==> config.mk <==
export PLATFORM = sky130hd
export DESIGN_NAME = fifo_byte_serializer_flat
export DESIGN_NICKNAME = d
export VERILOG_FILES = /design/src/rtl/fifo_byte_serializer_if.sv /design/src/rtl/fifo_byte_serializer.sv /design/src/flat_wrapper.sv
export SDC_FILE = /design/constraint.sdc
export NUM_CORES = 1
export LEC_CHECK = 0
export BUFFER_PORTS_ARGS = -buffer_cell sky130_fd_sc_hd__buf_2
export CORE_AREA = 2 2 81 83
export CTS_BUF_LIST = sky130_fd_sc_hd__clkbuf_8
export CTS_CLUSTER_SIZE = 12
export DETAILED_ROUTE_END_ITERATION = 10
export DIE_AREA = 0 0 83 85
export HOLD_SLACK_MARGIN = 0.08
export PLACE_DENSITY_LB_ADDON = 0.3
export SYNTH_ARGS = -nofsm -noshare
export SYNTH_HDL_FRONTEND = slang
export SYNTH_SLANG_ARGS = --single-unit
==> constraint.sdc <==
create_clock -name clk -period 2.4 [get_ports clk]
set_clock_uncertainty 0.1 [all_clocks]
set_input_delay 0.72 -clock clk [delete_from_list [all_inputs] [get_ports clk]]
set_output_delay 0.72 -clock clk [all_outputs]
set_load 0.005 [all_outputs]
==> src/rtl/fifo_byte_serializer_if.sv <==
// Byte-serializer bus bundle: FIFO show-ahead read port plus byte valid/ready stream.
// m_par_o exists only when SER_PARITY_EN is defined.
interface fifo_byte_serializer_if #(
    parameter int DWID = 16
);
    logic            fifo_empty_i;
    logic [DWID-1:0] fifo_rdata_i;
    logic            fifo_rd_o;
    logic            m_valid_o;
    logic            m_ready_i;
    logic [7:0]      m_data_o;
`ifdef SER_PARITY_EN
    logic            m_par_o;

    modport master (
        input  fifo_empty_i, fifo_rdata_i, m_ready_i,
        output fifo_rd_o, m_valid_o, m_data_o, m_par_o
    );
    modport slave (
        output fifo_empty_i, fifo_rdata_i, m_ready_i,
        input  fifo_rd_o, m_valid_o, m_data_o, m_par_o
    );
`else
    modport master (
        input  fifo_empty_i, fifo_rdata_i, m_ready_i,
        output fifo_rd_o, m_valid_o, m_data_o
    );
    modport slave (
        output fifo_empty_i, fifo_rdata_i, m_ready_i,
        input  fifo_rd_o, m_valid_o, m_data_o
    );
`endif
endinterface

==> src/rtl/fifo_byte_serializer.sv <==
// Drains DWID-bit words from a show-ahead FIFO and emits them MSB byte first on valid/ready.
// Optional SER_PARITY_EN adds a registered even-parity bit m_par_o.
module fifo_byte_serializer #(
    parameter int DWID    = 16,
    parameter int CNT_WID = 16
) (
    input  logic                   clk,
    input  logic                   rst,
    input  logic                   en_i,
    fifo_byte_serializer_if.master ser_if,
    output logic                   busy_o,
    output logic [CNT_WID-1:0]     word_cnt_o
);
    localparam int NBYTES = DWID / 8;
    localparam int IDX_W  = (NBYTES > 1) ? $clog2(NBYTES) : 1;
    localparam logic [IDX_W-1:0] LAST_IDX = IDX_W'(NBYTES - 1);

    typedef enum logic {
        IDLE = 1'b0,
        SEND = 1'b1
    } state_t;

    state_t             state_q, state_d;
    logic [DWID-1:0]    word_q, word_d;
    logic [IDX_W-1:0]   idx_q, idx_d;
    logic [CNT_WID-1:0] cnt_q, cnt_d;
    logic               accept_s;
    logic               last_acc_s;
    logic               pop_s;

    // Next-state, pop decision and datapath update; word_q shifts so its top byte is always the byte on the wire
    always_comb begin
        state_d    = state_q;
        word_d     = word_q;
        idx_d      = idx_q;
        cnt_d      = cnt_q;
        accept_s   = (state_q == SEND) && ser_if.m_ready_i;
        last_acc_s = accept_s && (idx_q == LAST_IDX);
        pop_s      = !rst && en_i && !ser_if.fifo_empty_i &&
                     ((state_q == IDLE) || last_acc_s);
        case (state_q)
            IDLE: begin
                if (pop_s) begin
                    word_d  = ser_if.fifo_rdata_i;
                    idx_d   = {IDX_W{1'b0}};
                    state_d = SEND;
                end else begin
                    state_d = IDLE;
                end
            end
            SEND: begin
                if (last_acc_s) begin
                    cnt_d = cnt_q + CNT_WID'(1);
                    if (pop_s) begin
                        word_d = ser_if.fifo_rdata_i;
                        idx_d  = {IDX_W{1'b0}};
                    end else begin
                        state_d = IDLE;
                    end
                end else if (accept_s) begin
                    word_d = word_q << 4'd8;
                    idx_d  = idx_q + IDX_W'(1);
                end else begin
                    state_d = SEND;
                end
            end
            default: begin
                state_d = IDLE;
            end
        endcase
    end

    // State and datapath registers
    always_ff @(posedge clk or posedge rst) begin
        if (rst) begin
            state_q <= IDLE;
            word_q  <= {DWID{1'b0}};
            idx_q   <= {IDX_W{1'b0}};
            cnt_q   <= {CNT_WID{1'b0}};
        end else begin
            state_q <= state_d;
            word_q  <= word_d;
            idx_q   <= idx_d;
            cnt_q   <= cnt_d;
        end
    end

`ifdef SER_PARITY_EN
    logic par_q;

    // Parity is registered from the next top byte so it lines up with m_data_o
    always_ff @(posedge clk or posedge rst) begin
        if (rst) begin
            par_q <= 1'b0;
        end else begin
            par_q <= ^word_d[DWID-1 -: 8];
        end
    end

    assign ser_if.m_par_o = par_q;
`endif

    assign ser_if.fifo_rd_o = pop_s;
    assign ser_if.m_valid_o = (state_q == SEND);
    assign ser_if.m_data_o  = word_q[DWID-1 -: 8];
    assign busy_o           = (state_q == SEND);
    assign word_cnt_o       = cnt_q;

endmodule
==> src/flat_wrapper.sv <==
// flat-port wrapper written by rule: the top's interface ports become plain ports
module fifo_byte_serializer_flat 
#(
    parameter int DWID    = 16,
    parameter int CNT_WID = 16
)
  (clk, rst, en_i, busy_o, word_cnt_o, ser_if_fifo_empty_i, ser_if_fifo_rdata_i, ser_if_m_ready_i, ser_if_fifo_rd_o, ser_if_m_valid_o, ser_if_m_data_o);
  fifo_byte_serializer_if #(.DWID(DWID)) ser_if_i ();
  input  logic clk;
  input  logic rst;
  input  logic en_i;
  output logic busy_o;
  output logic [CNT_WID-1:0] word_cnt_o;
  input wire logic [$bits(ser_if_i.fifo_empty_i)-1:0] ser_if_fifo_empty_i;
  input wire logic [$bits(ser_if_i.fifo_rdata_i)-1:0] ser_if_fifo_rdata_i;
  input wire logic [$bits(ser_if_i.m_ready_i)-1:0] ser_if_m_ready_i;
  output wire logic [$bits(ser_if_i.fifo_rd_o)-1:0] ser_if_fifo_rd_o;
  output wire logic [$bits(ser_if_i.m_valid_o)-1:0] ser_if_m_valid_o;
  output wire logic [$bits(ser_if_i.m_data_o)-1:0] ser_if_m_data_o;
  assign ser_if_i.fifo_empty_i = ser_if_fifo_empty_i;
  assign ser_if_i.fifo_rdata_i = ser_if_fifo_rdata_i;
  assign ser_if_i.m_ready_i = ser_if_m_ready_i;
  assign ser_if_fifo_rd_o = ser_if_i.fifo_rd_o;
  assign ser_if_m_valid_o = ser_if_i.m_valid_o;
  assign ser_if_m_data_o = ser_if_i.m_data_o;
  fifo_byte_serializer #(.DWID(DWID), .CNT_WID(CNT_WID)) u_core (.clk(clk), .rst(rst), .en_i(en_i), .ser_if(ser_if_i), .busy_o(busy_o), .word_cnt_o(word_cnt_o));
endmodule
==> results of run 1 <==
[cells in the mapped netlist, drive strengths merged (3+ instances only)]
cell     n
inv      8
clkbuf   3
xor2     5
nand3    7
xnor2   10
buf     11
nor2    17
dfrtp   34
a222oi   5
o21ai   11
nand2    7
a21oi   11
[cell type report]
type | count | area, um2
fill | 646 | 4288
tap | 77 | 96.34
inverter | 8 | 30.03
multi-input combinational | 93 | 576.8
clock buffer | 6 | 82.58
sequential | 34 | 850.8
timing repair buffer | 53 | 280.3
[power breakdown]
| part | internal, W | switching, W |
|---|---|---|
| Combinational | 0.000259 | 0.000256 |
| Clock | 0.000221 | 0.000184 |
| Sequential | 0.000748 | 0.000138 |
| Total | 0.00123 | 0.000578 |
[cell families after synthesis]
logic type	share of synthesized area, %
adder cells (fa/ha/maj)	0.8096
buffers and inverters	7.611
XOR/XNOR	8.502
multiplexers	0.7287
AO/OA/AOI/OAI	12.87
AND/OR/NAND/NOR	14.41
flip-flops	55.06
[critical path, delay by kind of cell]
| kind | cells | cell delay, ps |
|---|---|---|
| buf+inv | 3 | 290 |
| simple gates | 2 | 360 |
[per-layer routing]
metal	up-vias	GRT usage [%]
li1	597	-
met1	580	13.44
met2	31	15.98
met3	2	3.988
met4	0	4.024
met5	-	0
[metrics by stage]
step	total power (W)	setup WS, ps	instances	hold slack (ps)	utilization, %
5_1_grt	0.001963	96.44	271	384.9	30.89
4_1_cts	0.001849	193.7	271	374.0	30.89
6_report	0.001806	208.7	271	371.6	30.89
3_3_place_gp	0.001415	220.2	265	377.5	29.56
3_5_place_dp	0.001423	172.3	265	365.1	29.56
2_1_floorplan	0.001273	121.7	149	364.7	-
[flip-flops by register name, summed over array words and instances (netlist names)]
| register | flops |
|---|---|
| u_core.word_cnt_o | 16 |
| u_core.word_q | 16 |
| u_core.busy_o | 1 |
| u_core.idx_q | 1 |
[worst max-delay path by stage]
stage                           from               endpoint  cells past startpoint
finish                           rst       ser_if_fifo_rd_o                      5
floorplan                        rst       ser_if_fifo_rd_o                      4
global route                     rst       ser_if_fifo_rd_o                      5
detailed placement  ser_if_m_ready_i  u_core.word_cnt_o[11]                      5
global placement    ser_if_m_ready_i  u_core.word_cnt_o[15]                      5
CTS                              rst       ser_if_fifo_rd_o                      5
==> impl_summary.md, run 1 <==
Die
The die covers 0.007055 mm2. The floorplan step defined a core boundary enclosing 0.006205 mm2. The floorplan step set the die height to 85 um.

The placement row count is 29. For this configuration, the core starts out at a cell density of 24.90%. Pin placement for this block handled 48 I/O pins. The die is 83 um wide.

Route
The antenna violation net count after detailed routing is 0. In the final routed layout, each cell accounts on average for 12.91 um. After detailed routing, the number of remaining DRC violations is 0. The detailed router finished its first iteration with 44 violations. The number of detailed-routing iterations run before antenna repair is 4.

The total via count after detailed routing is 1,210. The highest metal layer with signal wires is met4. The routed via count divided by cell count is approximately 4.5.

The met1 routed wirelength after detailed routing is about 1600 um. The met2 wire length is 1664 um. After detailed routing, the met3 layer carries 203 um of wire. For this block, the routed nets add up to about 3500 um of wire.

Critical path
Traced cell by cell, the critical path runs through buf_2, nor3b_1, nand2_1, inv_1, buf_2. Data on the critical path is required at its endpoint by approximately 1600 ps. The minimum setup slack among reg-to-reg paths is 540 ps. The category of the most critical setup path is in -> out. In this design, the stage delay of the slowest critical-path cell is 250 ps. The startpoint identified for the worst register-to-register timing path is u_core.busy_o. The endpoint of the lowest-slack register-to-register path is u_core.word_cnt_o[11].

The nature of the critical path startpoint is a primary input. The number of cell instances on the worst register-to-register path is 4. In this run the worst path has a maximum fanout of 3. The data arrival time of the critical path is 1370 ps. The most common cell type on the critical path is buf_2. The slowest stage of the critical path belongs to the cell nor3b_1.

STA classifies the critical path endpoint as an output pin.

Min path
The sink of the worst hold path is u_core.word_cnt_o[15]. The tightest min-delay check is of the reg -> reg type. Along the worst hold path, the cell count comes to 1. The worst hold path begins at u_core.word_cnt_o[15].

Global routing
The first global-routing pass estimated 5851 um of wire. Entering global routing, the biggest net connects 35 pins. The global-route total usage across every layer is 10.45%. The total overflow reported by the global router is 0.

The initial antenna violation count is 0. The via count of the first global-routing pass is 1,230.

Timing
The final period utilization is between 90% and 100%. The total of endpoints with negative setup slack in the final report is 0. For the pin with the worst max-slew slack, the measured transition is a little over 600 ps.

The minimum clock period after layout is 2191 ps. The number of hold-slack violations in the final timing report is 0. The headroom to the max-slew limit is 58.84%. Setup repair after global routing left no endpoint under its margin. The final-layout setup total negative slack is 0 ps. The max-slew violation count is 0. Timing would allow up to between 0.4 and 0.5 GHz.

Flow run
The tool flagged a number of max-cap violations equal to 0.

Logic synthesis
The portion of synthesized cell area occupied by the leading cell type is 55.06%. The cell taking the most area after synthesis is dfrtp_1. The post-synthesis instance area is 0.001545 mm2. The most used flip-flop cell after synthesis is dfrtp_1. The netlist uses 31 different library cells. Sequential cells were found to cover 55.06% of the synthesized design area. The async set-reset flop share out of synthesis is 100.0%. The number of nets produced by synthesis is 171.

The register bit total from synthesis is 34. The number of flops mapped to enable cells by yosys is 0. For this run, the number of Yosys warnings is 0. The cell count after synthesis is 149. Sorting the synthesized cells by area gives the leading types as dfrtp_1, xnor2_1, buf_4.

Each instance of the synthesized netlist takes up on average 10.37 um2.

Final layout
The antenna cell count is 0. The post-route netlist has 32.99% of its cells at a drive strength greater than 1. The layout overhead on the synthesized area is 24.05%. The library cell used most frequently in the layout, excluding fill and tap cells, is buf_2. For this run, the post-layout net count is 217.

Leaving out fill and tap cells, the most frequent cells in the layout are buf_2, dfrtp_1, nor2_1, o21ai_0, a21oi_1. The final standard cell area without fillers is 0.001917 mm2.

Power and ir drop
The power density relative to cell area is 941.9 mW/mm2. The static leakage is around 0.99 nW. IR analysis of the VDD net gives a maximum drop of ~0.00034 V.

Place
The standard cell area after detailed placement is 0.001834 mm2. The placer congestion estimate is around 0.65. Detailed placement finished with a half-perimeter wire length of 2567 um.

In this run the tool buffered the top-level ports with 47 buffer cells.

Clock network
The H-tree level count is 2. Once the clock tree was built, the setup fixing pass inserted 0 buffers. The later-pin clock latency in the skew report is 270 ps.

The maximum root-to-sink buffer count is 2. The clock drives 34 sinks. The cell at the root of the clock tree is clkbuf_8. The clock tree from TritonCTS is yes.

The CTS clock-pin slew for the worst setup and hold paths is 60 ps. Clock tree synthesis inserted a total of 5 buffers. Hold repair after CTS inserted 0 buffers.

The count of instances resized after the clock tree is built is 0.

Status
The run finished with clean final reports.
Note: power is estimated with default switching activity, not from simulation.
==> run 2: changes to the inputs <==
--- a/config.mk
+++ b/config.mk
@@ -12,6 +12,7 @@
 export DETAILED_ROUTE_END_ITERATION = 10
 export DIE_AREA = 0 0 83 85
 export HOLD_SLACK_MARGIN = 0.08
+export MAX_ROUTING_LAYER = met4
 export PLACE_DENSITY_LB_ADDON = 0.3
 export SYNTH_ARGS = -nofsm -noshare
 export SYNTH_HDL_FRONTEND = slang
==> run 2 against run 1 <==
Effect of this change: core utilization did not move; worst hold slack did not move; die area did not move; sequential share of layout area did not move; clock-buffer cell count did not move; critical path type unchanged; largest cell class unchanged; highest routed layer unchanged.
==> impl_summary.md, run 2 (synthesized netlist as in run 1, its figures left out) <==
Global routing
The global-route total usage across every layer is 10.79% (was 10.45%). The first-pass GRT wire length is 5844 um (was 5851 um). The pin count of the biggest net entering global routing is 35 (unchanged).

The total overflow reported by the global router came to 0 (unchanged). The via count of the first global-routing pass is 1,225 (was 1,230). The initial antenna violation count is 0 (unchanged).

Critical path
The top fanout value on the critical path is 3 (unchanged). The category of the most critical setup path was in -> out (unchanged). The nature of the critical path startpoint is a primary input (unchanged). The critical path data required time is 1580 ps (about the same). The data arrival time of the critical path is 1370 ps (about the same). The category of the worst setup path capture point is an output pin (unchanged).

Route
The sum of routed wire length over all layers was 3502 um (was 3499 um). The met2 wire length came to 1655 um (was 1664 um). The met1 routed wirelength after detailed routing came to 1616 um (was 1609 um). The total met3 wirelength after detailed routing is 207 um (was 203 um). The total via count after detailed routing is 1,204 (was 1,210).

The first-iteration detailed-routing DRC count is 40 (was 44). The number of detailed-routing iterations run before antenna repair was 4 (unchanged). The highest metal layer with signal wires is met4 (unchanged). The antenna violation net count after detailed routing is 0 (unchanged). The number of remaining DRC errors is 0 (unchanged). The routed via count divided by cell count is 4.443 (was 4.465). The per-cell routed wire length is 12.92 um (was 12.91 um).

Die
The placement row count was 29 (unchanged). The floorplan die width came to 83 um (unchanged). The total I/O pin count is 48 (unchanged). The die height was 85 um (unchanged). The area of the core is 0.006205 mm2 (unchanged). The full die area is 0.007055 mm2 (unchanged). The initial core utilization is 24.90% (unchanged).

Timing
The fmax is 0.4558 GHz (was 0.4563 GHz). The headroom to the max-slew limit was 59.23% (was 58.84%). RSZ-0062 raised after global routing: false (unchanged). The final period utilization is 91.42% (was 91.30%). The minimum clock period after layout is 2194 ps (was 2191 ps). The total of endpoints with negative setup slack in the final report came to 0 (unchanged). The number of hold-slack violations in the final timing report is 0 (unchanged).

The max-slew violation count is 0 (unchanged). The final-layout setup total negative slack came to 0 ps (unchanged). The final-layout worst hold slack came to 371.6 ps (unchanged).

The slew at the pin with the worst max-slew slack is 605.1 ps (was 611.0 ps).

Final layout
The layout overhead on the synthesized area is 24.05% (unchanged). The commonest non-fill, non-tap cell in the layout is buf_2 (unchanged). The count of placed standard cells in the final layout, fillers left out is 271 (unchanged). The fraction of final layout cells sized beyond drive strength 1 was 32.99% (unchanged). Commonest cells after routing, fill and taps aside: buf_2, dfrtp_1, nor2_1, o21ai_0, a21oi_1 (unchanged). The antenna cell count is 0 (unchanged).

The count of nets after finishing is 217 (unchanged). The final standard cell utilization of the core is 30.89% (unchanged). The number of fill cells is 646 (unchanged).

Place
The placed cell count came to 265 (unchanged). The placer congestion estimate is 0.6583 (was 0.6525). The number of buffers inserted by port buffering was 47 (unchanged). The estimated wirelength of the detail-placed design came to 2567 um (unchanged).

Clock network
The number of hold buffers added after CTS is 0 (unchanged). The clock tree from TritonCTS is yes (unchanged). The CTS buffer count came to 5 (unchanged). The cell at the root of the clock tree is clkbuf_8 (unchanged). The clock sink count is 34 (unchanged). The H-tree level count is 2 (unchanged). The post-CTS setup repair buffer count is 0 (unchanged). The CTS clock-pin slew for the worst setup and hold paths is 60 ps (about the same). The count of instances resized after the clock tree is built was 0 (unchanged). The later-pin clock latency in the skew report is 270 ps (about the same).

The maximum root-to-sink buffer count is 2 (unchanged).

Status
Run status: finished, final reports clean (unchanged).

Power and ir drop
The clock group share of total power is 22.4% (was 22.5%). The power density relative to cell area came to 941.9 mW/mm2 (about the same). The worst IR drop on VDD is 0.0003374 V (was 0.0003377 V). The combinational power share came to 28.5% (about the same). The design internal power was 0.001228 W (unchanged). The share of total power consumed by net switching is 32.00% (about the same). The reported net switching power is 0.0005778 W (about the same). The proportion of power drawn by flip-flops and latches is 49.1% (about the same). The static leakage is 0.9926 nW (unchanged).

Flow run
The max-capacitance violation count is 0 (unchanged).

Min path
The classification of the worst-slack hold path was reg -> reg (unchanged).
==> run 2: cell counts in the layout (fill, tap and decap cells not counted) <==
No cell type changed its count.
==> run 2: worst max-delay path, cell delays in order <==
cell	delay, ps
buf_2	110
nor3b_1	250
nand2_1	110
inv_1	70
buf_2	110
==> run 2: stage by stage <==
stage / area [um2] / setup slack [ps] / total power [W]
2_1_floorplan: 1545 / 121.7 / 0.001273
3_3_place_gp: 1834 / 220.2 / 0.001415
3_5_place_dp: 1834 / 172.3 / 0.001423
4_1_cts: 1917 / 193.7 / 0.001849
5_1_grt: 1917 / 96.44 / 0.001964
6_report: 1917 / 205.9 / 0.001805
==> run 2: area by class of cell <==
cell class / instances / area (um2) / share of cell area, %
inverters: 8 / 30.03 / 1.567
flip-flops and latches: 34 / 850.8 / 44.39
multi-input cells: 93 / 576.8 / 30.09
well taps: 77 / 96.34 / 5.026
clock buffers: 6 / 82.58 / 4.308
repair buffers: 53 / 280.3 / 14.62
==> run 2: final timing paths <==
check	slack, ps	end	cells after the start	from
setup / recovery	210	ser_if_fifo_rd_o	5	rst
hold / removal	370	u_core.word_cnt_o[15]	1	u_core.word_cnt_o[15]
setup reg to reg	540	u_core.word_cnt_o[11]	4	u_core.busy_o
hold reg to reg	370	u_core.word_cnt_o[15]	1	u_core.word_cnt_o[15]
max in group asynchronous	1430	u_core.word_cnt_o[8]	3	rst
min in group asynchronous	450	u_core.word_q[8]	3	rst
==> run 2: per-layer routing <==
layer  up-vias  GRT usage (%)
met5         -              -
met4         0          4.024
met3         2          3.794
met2        33          15.98
met1       571          13.62
li1        598              -
==> run 2: power groups by stage <==
stage          Sequential, W  Clock (W)  Combinational (W)
5_1_grt             0.000917   0.000455           0.000592
2_1_floorplan       0.000871          0           0.000402
3_5_place_dp        0.000900          0           0.000523
4_1_cts             0.000890   0.000432           0.000526
3_3_place_gp        0.000893          0           0.000523
6_report            0.000886   0.000405           0.000515
==> run 3: changes to the inputs <==
--- a/config.mk
+++ b/config.mk
@@ -6,11 +6,11 @@
 export NUM_CORES = 1
 export LEC_CHECK = 0
 export BUFFER_PORTS_ARGS = -buffer_cell sky130_fd_sc_hd__buf_2
-export CORE_AREA = 2 2 81 83
+export CORE_AREA = 3 3 82 84
 export CTS_BUF_LIST = sky130_fd_sc_hd__clkbuf_8
 export CTS_CLUSTER_SIZE = 12
 export DETAILED_ROUTE_END_ITERATION = 10
-export DIE_AREA = 0 0 83 85
+export DIE_AREA = 0 0 85 87
 export HOLD_SLACK_MARGIN = 0.08
 export MAX_ROUTING_LAYER = met4
 export PLACE_DENSITY_LB_ADDON = 0.3
==> run 3 against run 2 <==
Effect of this change: critical path type unchanged; sequential power barely moved; sequential share of layout area decreased by 0.37 points; clock power up 29%; total power up 6.9%; register-to-register slack barely moved.
==> impl_summary.md, run 3 (synthesized netlist as in run 1, its figures left out) <==
Final layout
Commonest cells after routing, fill and taps aside: buf_2, dfrtp_1, nor2_1, o21ai_0, a21oi_1 (unchanged). The number of fill cells came to 648 (was 646). The final standard cell area without fillers came to 0.001933 mm2 (was 0.001917 mm2). The final standard cell utilization of the core is 32.27% (was 30.89%).

The count of nets after finishing is 216 (was 217). The commonest non-fill, non-tap cell in the layout is buf_2 (unchanged). The layout overhead on the synthesized area is 25.10% (was 24.05%). The fraction of final layout cells sized beyond drive strength 1 is 33.33% (was 32.99%). The antenna cell count is 0 (unchanged).

Timing
RSZ-0062 raised after global routing: false (unchanged). The slew at the pin with the worst max-slew slack is 657.2 ps (was 605.1 ps). The final period utilization is 91.04% (was 91.42%). The fmax is 0.4577 GHz (was 0.4558 GHz). The total of endpoints with negative setup slack in the final report is 0 (unchanged). The final-layout worst hold slack is 359.8 ps (was 371.6 ps). The final-layout setup total negative slack is 0 ps (unchanged). The headroom to the max-slew limit is 55.72% (was 59.23%). The max-slew violation count is 0 (unchanged).

The number of hold-slack violations in the final timing report is 0 (unchanged). The minimum clock period after layout came to 2185 ps (was 2194 ps).

Critical path
The category of the most critical setup path is in -> out (unchanged). The category of the worst setup path capture point was an output pin (unchanged). The number of buffer and inverter stages on the critical path is 3 (unchanged).

The nature of the critical path startpoint is a primary input (unchanged). The top fanout value on the critical path is 3 (unchanged). The category of cells accounting for the largest share of critical-path delay was simple AND/OR/NAND/NOR gates (unchanged). The endpoint of the lowest-slack register-to-register path is u_core.word_cnt_o[15] (was u_core.word_cnt_o[11]). The critical path data required time is 1580 ps (about the same).

The data arrival time of the critical path came to 1360 ps (was 1370 ps). The delay of the slowest cell on the worst path is 240 ps (was 250 ps). The standard cell with the maximum stage delay on the critical path was nor3b_1 (unchanged). The most common cell type on the critical path was buf_2 (unchanged).

CP cell instances: buf_2, nor3b_1, nand2_1, inv_1, buf_2 (unchanged). The worst reg2reg path startpoint was u_core.busy_o (unchanged). The number of cell instances on the worst register-to-register path came to 4 (unchanged). The minimum setup slack among reg-to-reg paths came to 540 ps (about the same).

Die
The floorplan die width came to 85 um (was 83 um). The area of the core is 0.005991 mm2 (was 0.006205 mm2). The total I/O pin count is 48 (unchanged). The initial core utilization came to 25.79% (was 24.90%). The full die area is 0.007395 mm2 (was 0.007055 mm2). The placement row count is 28 (was 29). The die height was 87 um (was 85 um).

Clock network
The later-pin clock latency in the skew report was 280 ps (was 270 ps). The post-CTS setup repair buffer count is 0 (unchanged). The count of instances resized after the clock tree is built is 0 (unchanged). The cell at the root of the clock tree was clkbuf_8 (unchanged). The number of hold buffers added after CTS is 0 (unchanged).

The clock tree from TritonCTS is yes (unchanged). The CTS buffer count is 5 (unchanged). The CTS clock-pin slew for the worst setup and hold paths came to 70 ps (was 60 ps).

The clock sink count was 34 (unchanged). The maximum root-to-sink buffer count is 2 (unchanged). The H-tree level count is 2 (unchanged).

Global routing
The total overflow reported by the global router was 0 (unchanged). The pin count of the biggest net entering global routing is 35 (unchanged). The global-route total usage across every layer is 11.01% (was 10.79%). The first-pass GRT wire length came to 6203 um (was 5844 um).

The initial antenna violation count came to 0 (unchanged). The via count of the first global-routing pass came to 1,252 (was 1,225).

Status
Run status: finished, final reports clean (unchanged).

Min path
The launch point of the worst hold path is u_core.word_cnt_o[15] (unchanged). The depth of the worst hold-timing path came to 1 (unchanged). The classification of the worst-slack hold path was reg -> reg (unchanged).

The sink of the worst hold path is u_core.word_cnt_o[15] (unchanged).

Route
The total via count after detailed routing is 1,213 (was 1,204). The antenna violation net count after detailed routing came to 0 (unchanged). The number of detailed-routing iterations run before antenna repair came to 4 (unchanged). The routed via count divided by cell count is 4.493 (was 4.443). The first-iteration detailed-routing DRC count is 38 (was 40). The sum of routed wire length over all layers was 3681 um (was 3502 um). The number of remaining DRC errors is 0 (unchanged). The per-cell routed wire length is 13.63 um (was 12.92 um).

Place
The standard cell area after detailed placement is 0.001824 mm2 (was 0.001834 mm2). The number of buffers inserted by port buffering came to 47 (unchanged). The placer congestion estimate is 0.7241 (was 0.6583).

The estimated wirelength of the detail-placed design is 2661 um (was 2567 um).

Power and ir drop
The reported net switching power is 0.0006179 W (was 0.0005778 W). The design internal power was 0.001312 W (was 0.001228 W). The clock group share of total power is 27.2% (was 22.4%). The static leakage is 1.002 nW (was 0.9926 nW). The share of total power consumed by net switching is 32.02% (was 32.00%). The proportion of power drawn by flip-flops and latches is 45.9% (was 49.1%).

The worst IR drop on VDD is 0.0002297 V (was 0.0003374 V). The power density relative to cell area is 998.3 mW/mm2 (was 941.9 mW/mm2). The combinational power share was 26.9% (was 28.5%).

Flow run
The max-capacitance violation count was 0 (unchanged).
## run 3: cell count changes in the layout (fill, tap and decap cells not counted), sizes merged
| cell | previous run | this run |
|---|---|---|
| buf | 53 | 52 |
| bufinv | 0 | 1 |
| clkbuf | 6 | 5 |
| clkinv | 0 | 2 |
## run 3: metal layers
metal	part of all wire [%]	GRT usage, %	routed length, um
met5	0	-	0
met4	1.2	4.173	44
met3	6.2	3.879	229
met2	48	16.24	1751
met1	45	13.87	1656
## run 3: cell type report
cell class	count	area (um2)	area share [%]
clock inverters	3	40.04	2.071
multi-input cells	93	576.8	29.84
clock buffers	5	68.82	3.560
repair buffers	52	272.8	14.11
flip-flops and latches	34	850.8	44.01
inverters	8	30.03	1.553
well taps	75	93.84	4.854
## run 3: power groups by stage
| stage | logic [W] | registers [W] | clock network, W |
|---|---|---|---|
| after CTS | 0.000536 | 0.000890 | 0.000541 |
| after detailed placement | 0.000530 | 0.000900 | 0 |
| after floorplan | 0.000402 | 0.000871 | 0 |
| final | 0.000519 | 0.000886 | 0.000524 |
| after global placement | 0.000521 | 0.000892 | 0 |
| after global routing | 0.000607 | 0.000921 | 0.000563 |
## run 3: metrics by stage
step                power, W  setup slack (ps)  cells
floorplan           0.001273             121.7    149
global placement    0.001414             224.2    262
detailed placement  0.001430             174.5    262
CTS                 0.001967             190.5    270
global route        0.002091             85.25    270
finish              0.001930             215.1    270
## run 3: how the worst max path moves through the flow
stage                          start                    end  slack (ps)  cells after the start
floorplan                        rst       ser_if_fifo_rd_o         120                      4
global placement    ser_if_m_ready_i  u_core.word_cnt_o[15]         220                      5
detailed placement  ser_if_m_ready_i  u_core.word_cnt_o[15]         170                      5
CTS                              rst       ser_if_fifo_rd_o         190                      5
global route                     rst       ser_if_fifo_rd_o          90                      5
finish                           rst       ser_if_fifo_rd_o         220                      5
